File: config.mk
export PLATFORM = sky130hd
export DESIGN_NAME = alu_queue_ctrl
export DESIGN_NICKNAME = d
export VERILOG_FILES = /design/src/rtl/alu_queue_ctrl.sv
export SDC_FILE = /design/constraint.sdc
export NUM_CORES = 1
export LEC_CHECK = 0
export ABC_AREA = 1
export BUFFER_PORTS_ARGS = -buffer_cell sky130_fd_sc_hd__buf_2
export CORE_UTILIZATION = 45
export CTS_BUF_LIST = sky130_fd_sc_hd__clkbuf_8
export CTS_CLUSTER_DIAMETER = 120
export CTS_CLUSTER_SIZE = 40
export DETAILED_ROUTE_END_ITERATION = 7
export GPL_TIMING_DRIVEN = 0
export PLACE_DENSITY_LB_ADDON = 0.3
export SETUP_SLACK_MARGIN = 0.1
export SLEW_MARGIN = 15
export SYNTH_ARGS = -nofsm -noshare
export SYNTH_HDL_FRONTEND = slang
export SYNTH_SLANG_ARGS = --single-unit
File: constraint.sdc
create_clock -name clk -period 3.05 [get_ports clk]
set_clock_uncertainty 0.1 [all_clocks]
set_input_delay 0 -clock clk [delete_from_list [all_inputs] [get_ports clk]]
set_output_delay 0 -clock clk [all_outputs]
set_load 0.005 [all_outputs]
File: src/rtl/alu_queue_ctrl.sv
// ALU issue-queue controller. It drives the per-entry write strobes, tracks occupancy,
// collapses the queue when an entry issues and runs a registered valid/ready issue handshake.
module alu_queue_ctrl #(
    parameter int DEPTH = 4,
    parameter int TAG_W = 6,
    localparam int IDX_W = (DEPTH > 1) ? $clog2(DEPTH) : 1,
    localparam int CNT_W = IDX_W + 1
) (
    input  logic                     clk,
    input  logic                     rst,
    input  logic                     flush,
    input  logic                     dispatch_valid,
    output logic                     dispatch_ready,
    input  logic [TAG_W-1:0]         dispatch_op1_tag,
    input  logic                     dispatch_op1_valid,
    input  logic [TAG_W-1:0]         dispatch_op2_tag,
    input  logic                     dispatch_op2_valid,
    input  logic [DEPTH-1:0]         entry_valid,
    input  logic [DEPTH-1:0]         entry_ready,
    input  logic [DEPTH*TAG_W-1:0]   entry_op1_tag,
    input  logic [DEPTH-1:0]         entry_op1_valid,
    input  logic [DEPTH*TAG_W-1:0]   entry_op2_tag,
    input  logic [DEPTH-1:0]         entry_op2_valid,
    input  logic                     cdb_valid,
    input  logic [TAG_W-1:0]         cdb_tag,
    output logic [DEPTH-1:0]         ent_we,
    output logic [DEPTH-1:0]         ent_updt_cmn,
    output logic [DEPTH-1:0]         ent_updt_op1,
    output logic [DEPTH-1:0]         ent_updt_op1_cdb,
    output logic [DEPTH-1:0]         ent_updt_op2,
    output logic [DEPTH-1:0]         ent_updt_op2_cdb,
    output logic [2*DEPTH-1:0]       ent_src_sel,
    output logic                     ent_flush,
    output logic                     issue_valid,
    output logic [IDX_W-1:0]         issue_idx,
    input  logic                     issue_ready,
    output logic                     queue_full,
    output logic [CNT_W-1:0]         queue_count
);

    typedef enum logic {S_IDLE, S_OFFER} state_t;

    state_t             r_state;
    logic [CNT_W-1:0]   r_count;
    logic               r_issue_valid;
    logic [IDX_W-1:0]   r_issue_idx;

    logic               w_full;
    logic               w_hs;
    logic               w_acc;
    logic [CNT_W-1:0]   w_tail;
    logic [DEPTH-1:0]   w_shift;
    logic [DEPTH-1:0]   w_clear;
    logic [DEPTH-1:0]   w_load;
    logic [DEPTH-1:0]   w_wake_op1;
    logic [DEPTH-1:0]   w_wake_op2;
    logic               w_dis_cdb_op1;
    logic               w_dis_cdb_op2;
    logic               w_sel_found;
    logic [IDX_W-1:0]   w_sel_idx;

    // Operand state of entry i+1 seen at index i; the top slot reads as valid so it never captures.
    logic [DEPTH-1:0]       w_nxt_op1_valid;
    logic [DEPTH-1:0]       w_nxt_op2_valid;
    logic [DEPTH*TAG_W-1:0] w_nxt_op1_tag;
    logic [DEPTH*TAG_W-1:0] w_nxt_op2_tag;

    assign w_nxt_op1_valid = {1'b1, entry_op1_valid[DEPTH-1:1]};
    assign w_nxt_op2_valid = {1'b1, entry_op2_valid[DEPTH-1:1]};
    assign w_nxt_op1_tag   = {{TAG_W{1'b0}}, entry_op1_tag[DEPTH*TAG_W-1:TAG_W]};
    assign w_nxt_op2_tag   = {{TAG_W{1'b0}}, entry_op2_tag[DEPTH*TAG_W-1:TAG_W]};

    assign w_full         = (r_count == CNT_W'(DEPTH));
    assign w_hs           = r_issue_valid & issue_ready & ~flush;
    assign w_acc          = dispatch_valid & ~w_full & ~flush;
    assign w_tail         = r_count - CNT_W'(w_hs);
    assign w_dis_cdb_op1  = cdb_valid & ~dispatch_op1_valid & (dispatch_op1_tag == cdb_tag);
    assign w_dis_cdb_op2  = cdb_valid & ~dispatch_op2_valid & (dispatch_op2_tag == cdb_tag);

    assign dispatch_ready = ~w_full;
    assign queue_full     = w_full;
    assign queue_count    = r_count;
    assign issue_valid    = r_issue_valid;
    assign issue_idx      = r_issue_idx;
    assign ent_flush      = flush;

    always_comb begin
        // NOTE: every variable written here gets a default first, so no path can infer a latch.
        w_shift    = '0;
        w_clear    = '0;
        w_load     = '0;
        w_wake_op1 = '0;
        w_wake_op2 = '0;
        for (int i = 0; i < DEPTH; i++) begin
            w_shift[i] = w_hs && (CNT_W'(i) >= CNT_W'(r_issue_idx)) && (CNT_W'(i) + 1'b1 < r_count);
            w_clear[i] = w_hs && !w_acc && (CNT_W'(i) + 1'b1 == r_count);
            w_load[i]  = w_acc && (CNT_W'(i) == w_tail);
            w_wake_op1[i] = entry_valid[i] & ~entry_op1_valid[i] & cdb_valid &
                            (entry_op1_tag[i*TAG_W +: TAG_W] == cdb_tag);
            w_wake_op2[i] = entry_valid[i] & ~entry_op2_valid[i] & cdb_valid &
                            (entry_op2_tag[i*TAG_W +: TAG_W] == cdb_tag);
        end
    end

    always_comb begin
        ent_we           = '0;
        ent_updt_cmn     = '0;
        ent_updt_op1     = '0;
        ent_updt_op1_cdb = '0;
        ent_updt_op2     = '0;
        ent_updt_op2_cdb = '0;
        ent_src_sel      = '0;
        if (!rst && !flush) begin
            for (int i = 0; i < DEPTH; i++) begin
                if (w_load[i]) begin
                    ent_src_sel[2*i +: 2] = 2'b10;
                    ent_we[i]             = 1'b1;
                    ent_updt_cmn[i]       = 1'b1;
                    ent_updt_op1[i]       = 1'b1;
                    ent_updt_op2[i]       = 1'b1;
                    ent_updt_op1_cdb[i]   = w_dis_cdb_op1;
                    ent_updt_op2_cdb[i]   = w_dis_cdb_op2;
                end else if (w_shift[i]) begin
                    ent_src_sel[2*i +: 2] = 2'b01;
                    ent_we[i]             = 1'b1;
                    ent_updt_cmn[i]       = 1'b1;
                    ent_updt_op1[i]       = 1'b1;
                    ent_updt_op2[i]       = 1'b1;
                    ent_updt_op1_cdb[i]   = cdb_valid & ~w_nxt_op1_valid[i] &
                                            (w_nxt_op1_tag[i*TAG_W +: TAG_W] == cdb_tag);
                    ent_updt_op2_cdb[i]   = cdb_valid & ~w_nxt_op2_valid[i] &
                                            (w_nxt_op2_tag[i*TAG_W +: TAG_W] == cdb_tag);
                end else if (w_clear[i]) begin
                    // Vacated tail slot loads the empty common block from above.
                    ent_src_sel[2*i +: 2] = 2'b01;
                    ent_we[i]             = 1'b1;
                    ent_updt_cmn[i]       = 1'b1;
                end else begin
                    ent_we[i]             = w_wake_op1[i] | w_wake_op2[i];
                    ent_updt_op1[i]       = w_wake_op1[i];
                    ent_updt_op1_cdb[i]   = w_wake_op1[i];
                    ent_updt_op2[i]       = w_wake_op2[i];
                    ent_updt_op2_cdb[i]   = w_wake_op2[i];
                end
            end
        end
    end

    always_comb begin
        w_sel_found = 1'b0;
        w_sel_idx   = '0;
        for (int i = DEPTH - 1; i >= 0; i--) begin
            if (entry_valid[i] && entry_ready[i]) begin
                w_sel_found = 1'b1;
                w_sel_idx   = IDX_W'(i);
            end
        end
    end

    // NOTE: sequential state uses non-blocking assignments so every register samples pre-edge values.
    always_ff @(posedge clk or posedge rst) begin
        if (rst) begin
            r_state       <= S_IDLE;
            r_count       <= '0;
            r_issue_valid <= 1'b0;
            r_issue_idx   <= '0;
        end else if (flush) begin
            r_state       <= S_IDLE;
            r_count       <= '0;
            r_issue_valid <= 1'b0;
            r_issue_idx   <= '0;
        end else begin
            r_count <= r_count + CNT_W'(w_acc) - CNT_W'(w_hs);
            case (r_state)
                S_IDLE: begin
                    if (w_sel_found) begin
                        r_issue_idx   <= w_sel_idx;
                        r_issue_valid <= 1'b1;
                        r_state       <= S_OFFER;
                    end
                end
                S_OFFER: begin
                    // Index is held until accepted; the bubble after hs lets the queue settle.
                    if (w_hs) begin
                        r_issue_valid <= 1'b0;
                        r_state       <= S_IDLE;
                    end
                end
                default: begin
                    r_state       <= S_IDLE;
                    r_issue_valid <= 1'b0;
                end
            endcase
        end
    end

endmodule

# --- Yosys cells after proc, flatten, opt, wreduce, memory -nomap -nowiden ---
# Index checks and enable logic that the tools add are counted.
totals:
  ff_bits: 7
  latchBits: 0
  mem_bits_rw: 0
  mem_bits_ro: 0
  input_bits: 90
  output_inout_bits: 41
  elab_cells: 227
  n_memories: 0
op_classes:
  add_sub_neg: 3
  n_mul: 0
  div: 0
  order_cmp: 7
  n_eq_ne: 21
  shift: 0
  muxes: 103
  n_bitwise: 61
  n_reduce_logical: 28
ops:
  columns: ["op", "count"]
  rows:
  - ["$mux W1", 82]
  - ["$eq A6 B6 Y1", 10]
  - ["$and A1 B1 Y1", 44]
  - ["$mux W4", 6]
  - ["$mux W2", 11]
  - ["$logic_and A1 B1 Y1", 21]
  - ["$not A1 Y1", 13]
  - ["$eq A2 B3 Y1 const A", 4]
  - ["$mux W8", 1]
  - ["$eq A1 B3 Y1 const A", 2]
  - ["$lt A2 B3 Y1 const A", 2]
  - ["$sub A3 B1 Y3", 2]
  - ["$ge A1 B2 Y1 const A", 2]
  - ["$or A1 B1 Y1", 4]
  - ["$pmux W1 S2", 2]
  - ["$reduce_and A2 Y1", 2]
  - ["$add A3 B1 Y3", 1]
  - ["$eq A3 B3 Y1 const A", 1]
  - ["$eq A3 B3 Y1 const B", 1]
  - ["$logic_not A1 Y1", 3]
  - ["$logic_not A3 Y1", 1]
  - ["$lt A1 B3 Y1 const A", 1]
  - ["$lt A3 B3 Y1 const A", 1]
  - ["$mux W3", 1]
  - ["other kinds (5)", 5]

# --- Longest topological paths before layout ---
# Gate-level depths: netlist of run 1.
logic_depth:
  ltp_word: 11
  mapped_depth: 14
  mapped_depth_nobuf: 14

# --- Worst setup path before layout of run 1 ---
# Ideal clock, no wire load.
synth_timing:
  path_type: "reg-to-reg"
  start: "reg r_count[1], in the netlist queue_count[1]"
  end: "reg r_count[2], in the netlist queue_count[2]"
  setup_ns: 0.123
  arrival_time_ns: 1.791
  required_ns: 2.827
  slack_ns: 1.036
  path_stages_with_launch: 11
  n_path_buf: 0
  synth_period_minus_slack_ns: 2.014
  cell_sequence: "dfrtp_1 > inv_1 > nand3_2 > nand3_1 > ha_1 > inv_1 > ha_1 > inv_1 > fa_1 > o21ai_0 > a21oi_1"
synth_via:
  elab_chain_cells: 7
synth_rtl:
  columns: ["element", "line_no", "text"]
  rows:
  - ["start: declaration", "44", "logic [CNT_W-1:0] r_count;"]
  - ["start signal: assignment", "173", "r_count <= r_count + CNT_W'(w_acc) - CNT_W'(w_hs);"]
  - ["$eq A3 B3 Y1", "73", "assign w_full = (r_count == CNT_W'(DEPTH));"]
  - ["$not A1 Y1", null, null]
  - ["named net dispatch_ready", "13", "output logic dispatch_ready,"]
  - ["$and A1 B1 Y1 (2 in a row)", "75", "assign w_acc = dispatch_valid & ~w_full & ~flush;"]
  - ["$add A3 B1 Y3", "173", null]
  - ["$sub A3 B1 Y3", "173", null]
  - ["$mux W3", "167", "end else if (flush) begin"]
# The timed path passes the listed nets, and every way through them passes these cells.
# A chain may end at the register's enable or synchronous reset.

# --- Worst setup path after layout of run 1 ---
layout_timing:
  start: "in flush"
  end: "out ent_updt_op2_cdb[1]"
layout_via:
  elab_chain_cells: 9
  elab_cells_between_ends: 17
  classes_between: "1 x add/sub; 1 x eq/ne; 4 x mux; 3 x bitwise; 8 x reduce/logical"
layout_rtl:
  columns: ["element", "line_no", "text"]
  rows:
  - ["start: declaration", "11", "input logic flush,"]
  - ["parallel branches: the longest is 8 deep, another holds $sub A3 B1 Y3", null, null]
  - ["$mux W4 (*)", "113", "if (!rst && !flush) begin"]
  - ["end: declaration", "31", "output logic [DEPTH-1:0] ent_updt_op2_cdb,"]
# Every way passes the cells marked *.

==> metrics, run 1 <==
most common cell after layout, fill and taps aside=nand2_1; sum of negative setup slack=0 ns; Antenna diodes=0; clk sinks=7; Critical Path RT=2.95 ns; status=finished, final reports clean; fmax=397 MHz; Worst Hold Depth=4; DR WL/cell=12.4 µm; minimum clock period=2.52 ns; met1 WL=3120 µm; total grt overflow=0; Placer Congestion=0.901; vias in the first global route=2721; total wire length=7530 µm; Crit Path Class=in2out; Arr. time, crit path=2.42 ns; worst r2r src=queue_count[1]; CTS Root Cell=clkbuf_8; cells on worst reg2reg path=10; Die Width=73.1 µm; Synth Register Bits=7; cts bufs inserted=3; Routed met3 length=513 µm; HP Start=entry_ready[0]; Seq/Total Area, Yosys=7.70%; Final setup violation count=0; vias after detailed routing=3023; Netlist Area Pre-Place=0.00227 mm²; DR DRC count=0; Slew @ Worst Pin=0.400 ns; Slew Limit Fails=0; number of synthesized flops with an enable pin=0; fin nets=641; DR iter-0 viols=180; P&R area growth vs syn=34.7%; Final HPWL DP=6250 µm; max cap viols=0; Filler Cell Count=469; TritonCTS clock tree=yes; count of input and output buffers=128; die area=0.00534 mm²; placed cells=602; Post-Layout Cell Count=608; antenna viol nets, final=0; commonest cells after routing, fill and taps aside=141 x nand2_1, 131 x buf_2, 55 x inv_1; worst r2r dst=queue_count[2]; share of the synthesized area in the top cell type=23.3%; clock buffer depth=2; I/O pin total=131; RSZ-0062 raised after global routing=no; first-pass GRT wire length=11700 µm; Placeable Area=0.00479 mm²; Area contributors post-synth=nand2_1 23%, inv_1 8.9%, nor2_1 7.9%; share of cells above drive strength 1=34.4%; Synth cell types=38; Pleak=1.88 nW; period utilisation layout=82.7%; GRT Overall Usage=27.7%; worst-skew pair later-pin latency=0.23 ns; met2 wire len=3700 µm; average cell area after synthesis=5.59 µm²; Avg Vias per Cell=4.97; Finished Core Util=64.0%; First-pass DRT Iterations=6; hold endpoint=issue_idx[1]; initial core utilization=47.5%; Synth area leader=nand2_1; total number of yosys warnings=0; highest routed layer=met4; largest net degree at the start of global routing=11; Worst Setup End Kind=primary output; # H-tree levels=1; initial antenna violation count=0; cells after synthesis=407; ys flop type=dfrtp_1; Synth async-reset ratio=100%; P per Cell Area=217 mW/mm²; Core Rows=25; Startpoint Class=input pin; Slew Limit Headroom=73.2%; Syn Nets=506; Hold Violations, Final=0; Clock transition at path regs=0.04 ns; r2r setup slk=0.77 ns; Max VDD drop=339 µV; Die Span Y=73.1 µm; Max Fanout on Critical Path=7; Hold WC Path Type=in2reg
-- state kept, by name, indices dropped and copies added (netlist names) --
signal       count
r_state          1
queue_count      3
issue_idx        2
issue_valid      1
-- cells by family (layout without fill, tap and decap cells) --
family | after synthesis | after routing | synth area share, %
compound gates | 42 | 42 | 11.6
xor+xnor | 25 | 25 | 9.63
fa+ha+maj | 9 | 9 | 5.28
buf+inv | 76 | 210 | 14.2
flops | 7 | 7 | 7.70
simple gates | 248 | 248 | 51.5
-- cell type report --
cell class | instances | area (µm²) | area share [%]
buffer | 9 | 67.6 | 2.20
clock buffer | 3 | 41.3 | 1.35
clock inverter | 1 | 3.75 | 0.122
inverter | 67 | 256 | 8.37
multi-input combinational | 324 | 1780 | 57.9
sequential | 7 | 175 | 5.72
tap | 67 | 83.8 | 2.74
timing repair buffer | 130 | 661 | 21.6
-- cells in the mapped netlist, types with 5 or more instances --
master,number
dfrtp_1,7
nand2_1,141
xnor2_1,18
nand3_1,19
xor2_1,7
inv_2,11
nand4_1,7
inv_1,54
nor2_4,5
o21ai_0,12
ha_1,8
nand2_2,5
a21oi_1,11
o22ai_1,5
nor2_1,48
-- per-stage QoR --
stage / hold slack [ns] / setup slack, ns / total power [mW] / cell area, µm²
finish: 0.0145 / 0.529 / 0.664 / 3060
CTS: 0.0132 / 0.560 / 0.663 / 3060
global placement: -0.0870 / 0.934 / 0.513 / 3000
detailed placement: -0.0917 / 0.861 / 0.525 / 3000
global route: 0.0295 / 0.404 / 0.715 / 3060
floorplan: -0.297 / 1.04 / 0.383 / 2270
-- layer usage --
layer,GRT usage (%),vias up
li1,-,1523
met5,0,-
met2,51.0,146
met4,7.84,0
met1,33.8,1331
met3,2.62,23
-- where the power goes --
| group | internal (mW) | switching (mW) | total, mW |
|---|---|---|---|
| logic | 0.168 | 0.244 | 0.412 |
| clock network | 0.0871 | 0.0420 | 0.129 |
| registers | 0.105 | 0.0171 | 0.123 |
-- worst max-delay path by stage --
stage / from / end / slack, ns / depth (start not counted)
after floorplan: queue_count[1] / queue_count[2] / 1.04 / 10
after global placement: issue_valid / ent_updt_op2_cdb[1] / 0.93 / 13
after detailed placement: issue_valid / ent_updt_op2_cdb[1] / 0.86 / 13
after CTS: flush / ent_updt_op2_cdb[1] / 0.56 / 14
after global routing: flush / ent_updt_op2_cdb[1] / 0.40 / 14
final: flush / ent_updt_op2_cdb[1] / 0.53 / 14
-- critical path: stages --
cell	delay, ns
dlygate4sd3_1	0.54
buf_2	0.20
nor2_4	0.27
ha_1	0.21
ha_1	0.22
inv_1	0.06
nand2_1	0.10
nand2_4	0.09
nor2_4	0.13
nand3_2	0.16
nor2_4	0.16
nand2_1	0.07
nand2_1	0.11
buf_2	0.12
-- repair_timing --
action	4_1_cts	5_1_grt
setup buffers	0	0
gates resized for setup	0	0
endpoints found under the hold margin	8	0
hold buffers	2	0
(Power assumes the default switching activity.)
==> run 2: changes to the inputs <==
ABC_AREA = 0   (was 1)
CORE_UTILIZATION = 40   (was 45)
clock period = 2.04 ns   (was 3.05 ns; I/O delays follow)
==> metrics, run 2 <==
total wire length=6520 µm (-13%); Hold WC Path Type=in2reg; minimum clock period=2.29 ns; HP Start=entry_ready[0]; initial core utilization=41.5% (-6.0 points); Worst Setup End Kind=primary output; r2r setup slk=0.07 ns (-0.70 ns); Syn Nets=345 (-32%); fmax=437 MHz; CP max stage cell=dfrtp_1; Final HPWL DP=5190 µm (-17%); Top Family by Delay on Critical Path=compound AO/OA/AOI/OAI gates; Max Fanout on Critical Path=5 (-2); Pwr Total=1.15 mW (+73%); Hold Violations, Final=0 (unchanged); Netlist Area Pre-Place=0.00195 mm² (-14%); P&R area growth vs syn=53.0%; Clock transition at path regs=0.04 ns (about the same); Area contributors post-synth=xnor2_1 18%, xor2_1 9.9%, dfrtp_1 9.0%; clock buffer depth=2 (unchanged); TritonCTS clock tree=yes; total grt overflow=0 (unchanged); Finished Core Util=63.5% (-0.56 points); average cell area after synthesis=7.91 µm² (+42%); Synth cell types=47 (+24%); Top cell by count, worst path=ha_4; number of synthesized flops with an enable pin=0 (unchanged); DR DRC count=2 (+2); Arr. time, crit path=2.19 ns (-0.23 ns); cells after synthesis=246 (-40%); cts bufs inserted=3 (unchanged); initial antenna violation count=0 (unchanged); status=finished, violations left; CTS Root Cell=clkbuf_8; Slew Limit Headroom=62.7% (-10 points); sum of negative setup slack=-5.21 ns (-5.21 ns); Slew Limit Fails=0 (unchanged); max reg flops=3 (unchanged); vias in the first global route=2294 (-16%); ys flop type=dfrtp_1; Placer Congestion=0.889 (-1.4%); count of input and output buffers=123 (-3.9%); Critical Path RT=1.94 ns (-1.01 ns); Synth async-reset ratio=100% (unchanged); cells on worst reg2reg path=9 (-1); top post-synthesis cells by count=39 x xnor2_1, 22 x xor2_1, 19 x nor2_1, 16 x a21oi_1, 13 x nand2_1; failing checks=DRC, setup timing; Pleak=1.38 nW (-27%); placed inst area=0.00267 mm² (-11%); Worst Hold Depth=4 (unchanged); Final setup violation count=32 (+32); worst r2r src=queue_count[0]; Avg Vias per Cell=5.30 (+6.5%); CP Buf/Inv Count=2 (-2); Die Span Y=71.8 µm (-1.8%); hold endpoint=issue_idx[1]; Max VDD drop=228 µV (-33%); Startpoint Class=register; Crit Path Class=reg2out; Core Rows=25 (unchanged); first-pass GRT wire length=10300 µm (-12%); Antenna diodes=0 (unchanged); First-pass DRT Iterations=6 (unchanged); Slew @ Worst Pin=0.557 ns (+0.157 ns); # H-tree levels=1 (unchanged); Synth area leader=xnor2_1; most frequent cell after synthesis=xnor2_1; Seq/Total Area, Yosys=9.00% (+1.3 points); GRT Overall Usage=25.1% (-2.6 points); largest net degree at the start of global routing=11 (unchanged); period utilisation layout=112%; max cap viols=0 (unchanged); worst r2r dst=queue_count[1]; I/O pin total=131 (unchanged); Die Width=71.8 µm (-1.8%); clk sinks=7 (unchanged); fin nets=490 (-24%); vias after detailed routing=2352 (-22%); Design Area, Final=0.00298 mm² (-2.8%); slowest stage delay, CP=0.40 ns (-0.14 ns); worst-skew pair later-pin latency=0.23 ns (about the same); DR iter-0 viols=91 (-49%); Placeable Area=0.00469 mm² (-2.0%); RSZ-0062 raised after global routing=yes; share of cells above drive strength 1=51.3% (+17 points); share of the synthesized area in the top cell type=17.5% (-5.7 points); Synth Register Bits=7 (unchanged); commonest cells after routing, fill and taps aside=124 x buf_2, 39 x xnor2_1, 22 x xor2_1; CP Cell Sequence=nand2_4, nor2_4, ha_4, ha_4, or2_4, a21oi_4, buf_4, nand2_2, o21ai_2, o22ai_1, buf_2; most common cell after layout, fill and taps aside=buf_2; P per Cell Area=387 mW/mm² (+79%); total number of yosys warnings=0 (unchanged); antenna viol nets, final=0 (unchanged); Worst Slack Setup Final=-0.249 ns (-0.778 ns); Fin Hold WS=0.0451 ns (+0.0306 ns); die area=0.00515 mm² (-3.6%); DR WL/cell=14.7 µm (+19%)
run 2: cell types whose count changed in the layout (fill, tap and decap cells not counted), sizes merged, moves of 11 or more:
| cell | change |
|---|---|
| buf | +11 |
| inv | -55 |
| nand2 | -137 |
| nand3 | -14 |
| nor2 | -40 |
| xnor2 | +21 |
| xor2 | +15 |
run 2: worst max path at each step:
stage | start | end | slack [ns] | cells past startpoint
2_1_floorplan | issue_valid | ent_updt_op1_cdb[1] | 0.09 | 9
3_3_place_gp | issue_valid | ent_updt_op2_cdb[1] | -0.17 | 10
3_5_place_dp | issue_valid | ent_updt_op2_cdb[1] | -0.20 | 10
4_1_cts | issue_valid | ent_updt_op2_cdb[1] | -0.26 | 10
5_1_grt | issue_valid | ent_updt_op2_cdb[1] | -0.34 | 10
6_report | issue_valid | ent_updt_op2_cdb[2] | -0.25 | 11
run 2: stage by stage:
step	worst slack (ns)	std cells
after CTS	-0.262	440
after floorplan	0.0934	246
after detailed placement	-0.197	423
final	-0.249	444
after global routing	-0.339	444
after global placement	-0.166	423
run 2: area by class of cell:
class | count | area [µm²]
Inverter | 12 | 50.0
Clock inverter | 1 | 3.75
Timing Repair Buffer | 140 | 756
Buffer | 11 | 92.6
Multi-Input combinational cell | 216 | 1790
Tap cell | 54 | 67.6
Clock buffer | 3 | 41.3
Fill cell | 394 | 1710
Sequential cell | 7 | 179
run 2: per-layer routing:
metal	GRT usage, %	part of all wire [%]	up-vias
met5	0	0	-
met4	7.63	2.0	0
met3	4.36	6.4	14
met2	46.3	51	119
met1	29.4	41	1065
li1	-	-	1154
run 2: report_power, final:
group          switching [mW]  internal [mW]
clock network          0.0633          0.130
logic                   0.395          0.371
registers              0.0292          0.163
run 2: cells by family (layout without fill, tap and decap cells):
| kind of cell | count (synthesis) | in the layout | share of synthesized area, % |
|---|---|---|---|
| flops | 7 | 7 | 9.00 |
| fa+ha+maj | 9 | 9 | 6.17 |
| buf+inv | 23 | 167 | 7.07 |
| compound gates | 56 | 56 | 20.1 |
| simple gates | 89 | 89 | 29.7 |
| xor+xnor | 61 | 61 | 27.4 |
| mux | 1 | 1 | 0.514 |
run 2: what timing repair did:
item,in CTS,in global routing
pin swaps,10,13
setup buffers,12,4
resized for setup,19,17
hold buffers,1,0
hold endpoints to repair,7,0
endpoints found under the setup margin,34,34
run 2: worst reg2reg max path: cells and delay by family, from the launching register on:
| kind | cells | cell delay (ns) |
|---|---|---|
| flops | 1 | 0.42 |
| simple gates | 3 | 0.23 |
| fa+ha+maj | 3 | 0.91 |
| buf+inv | 3 | 0.20 |
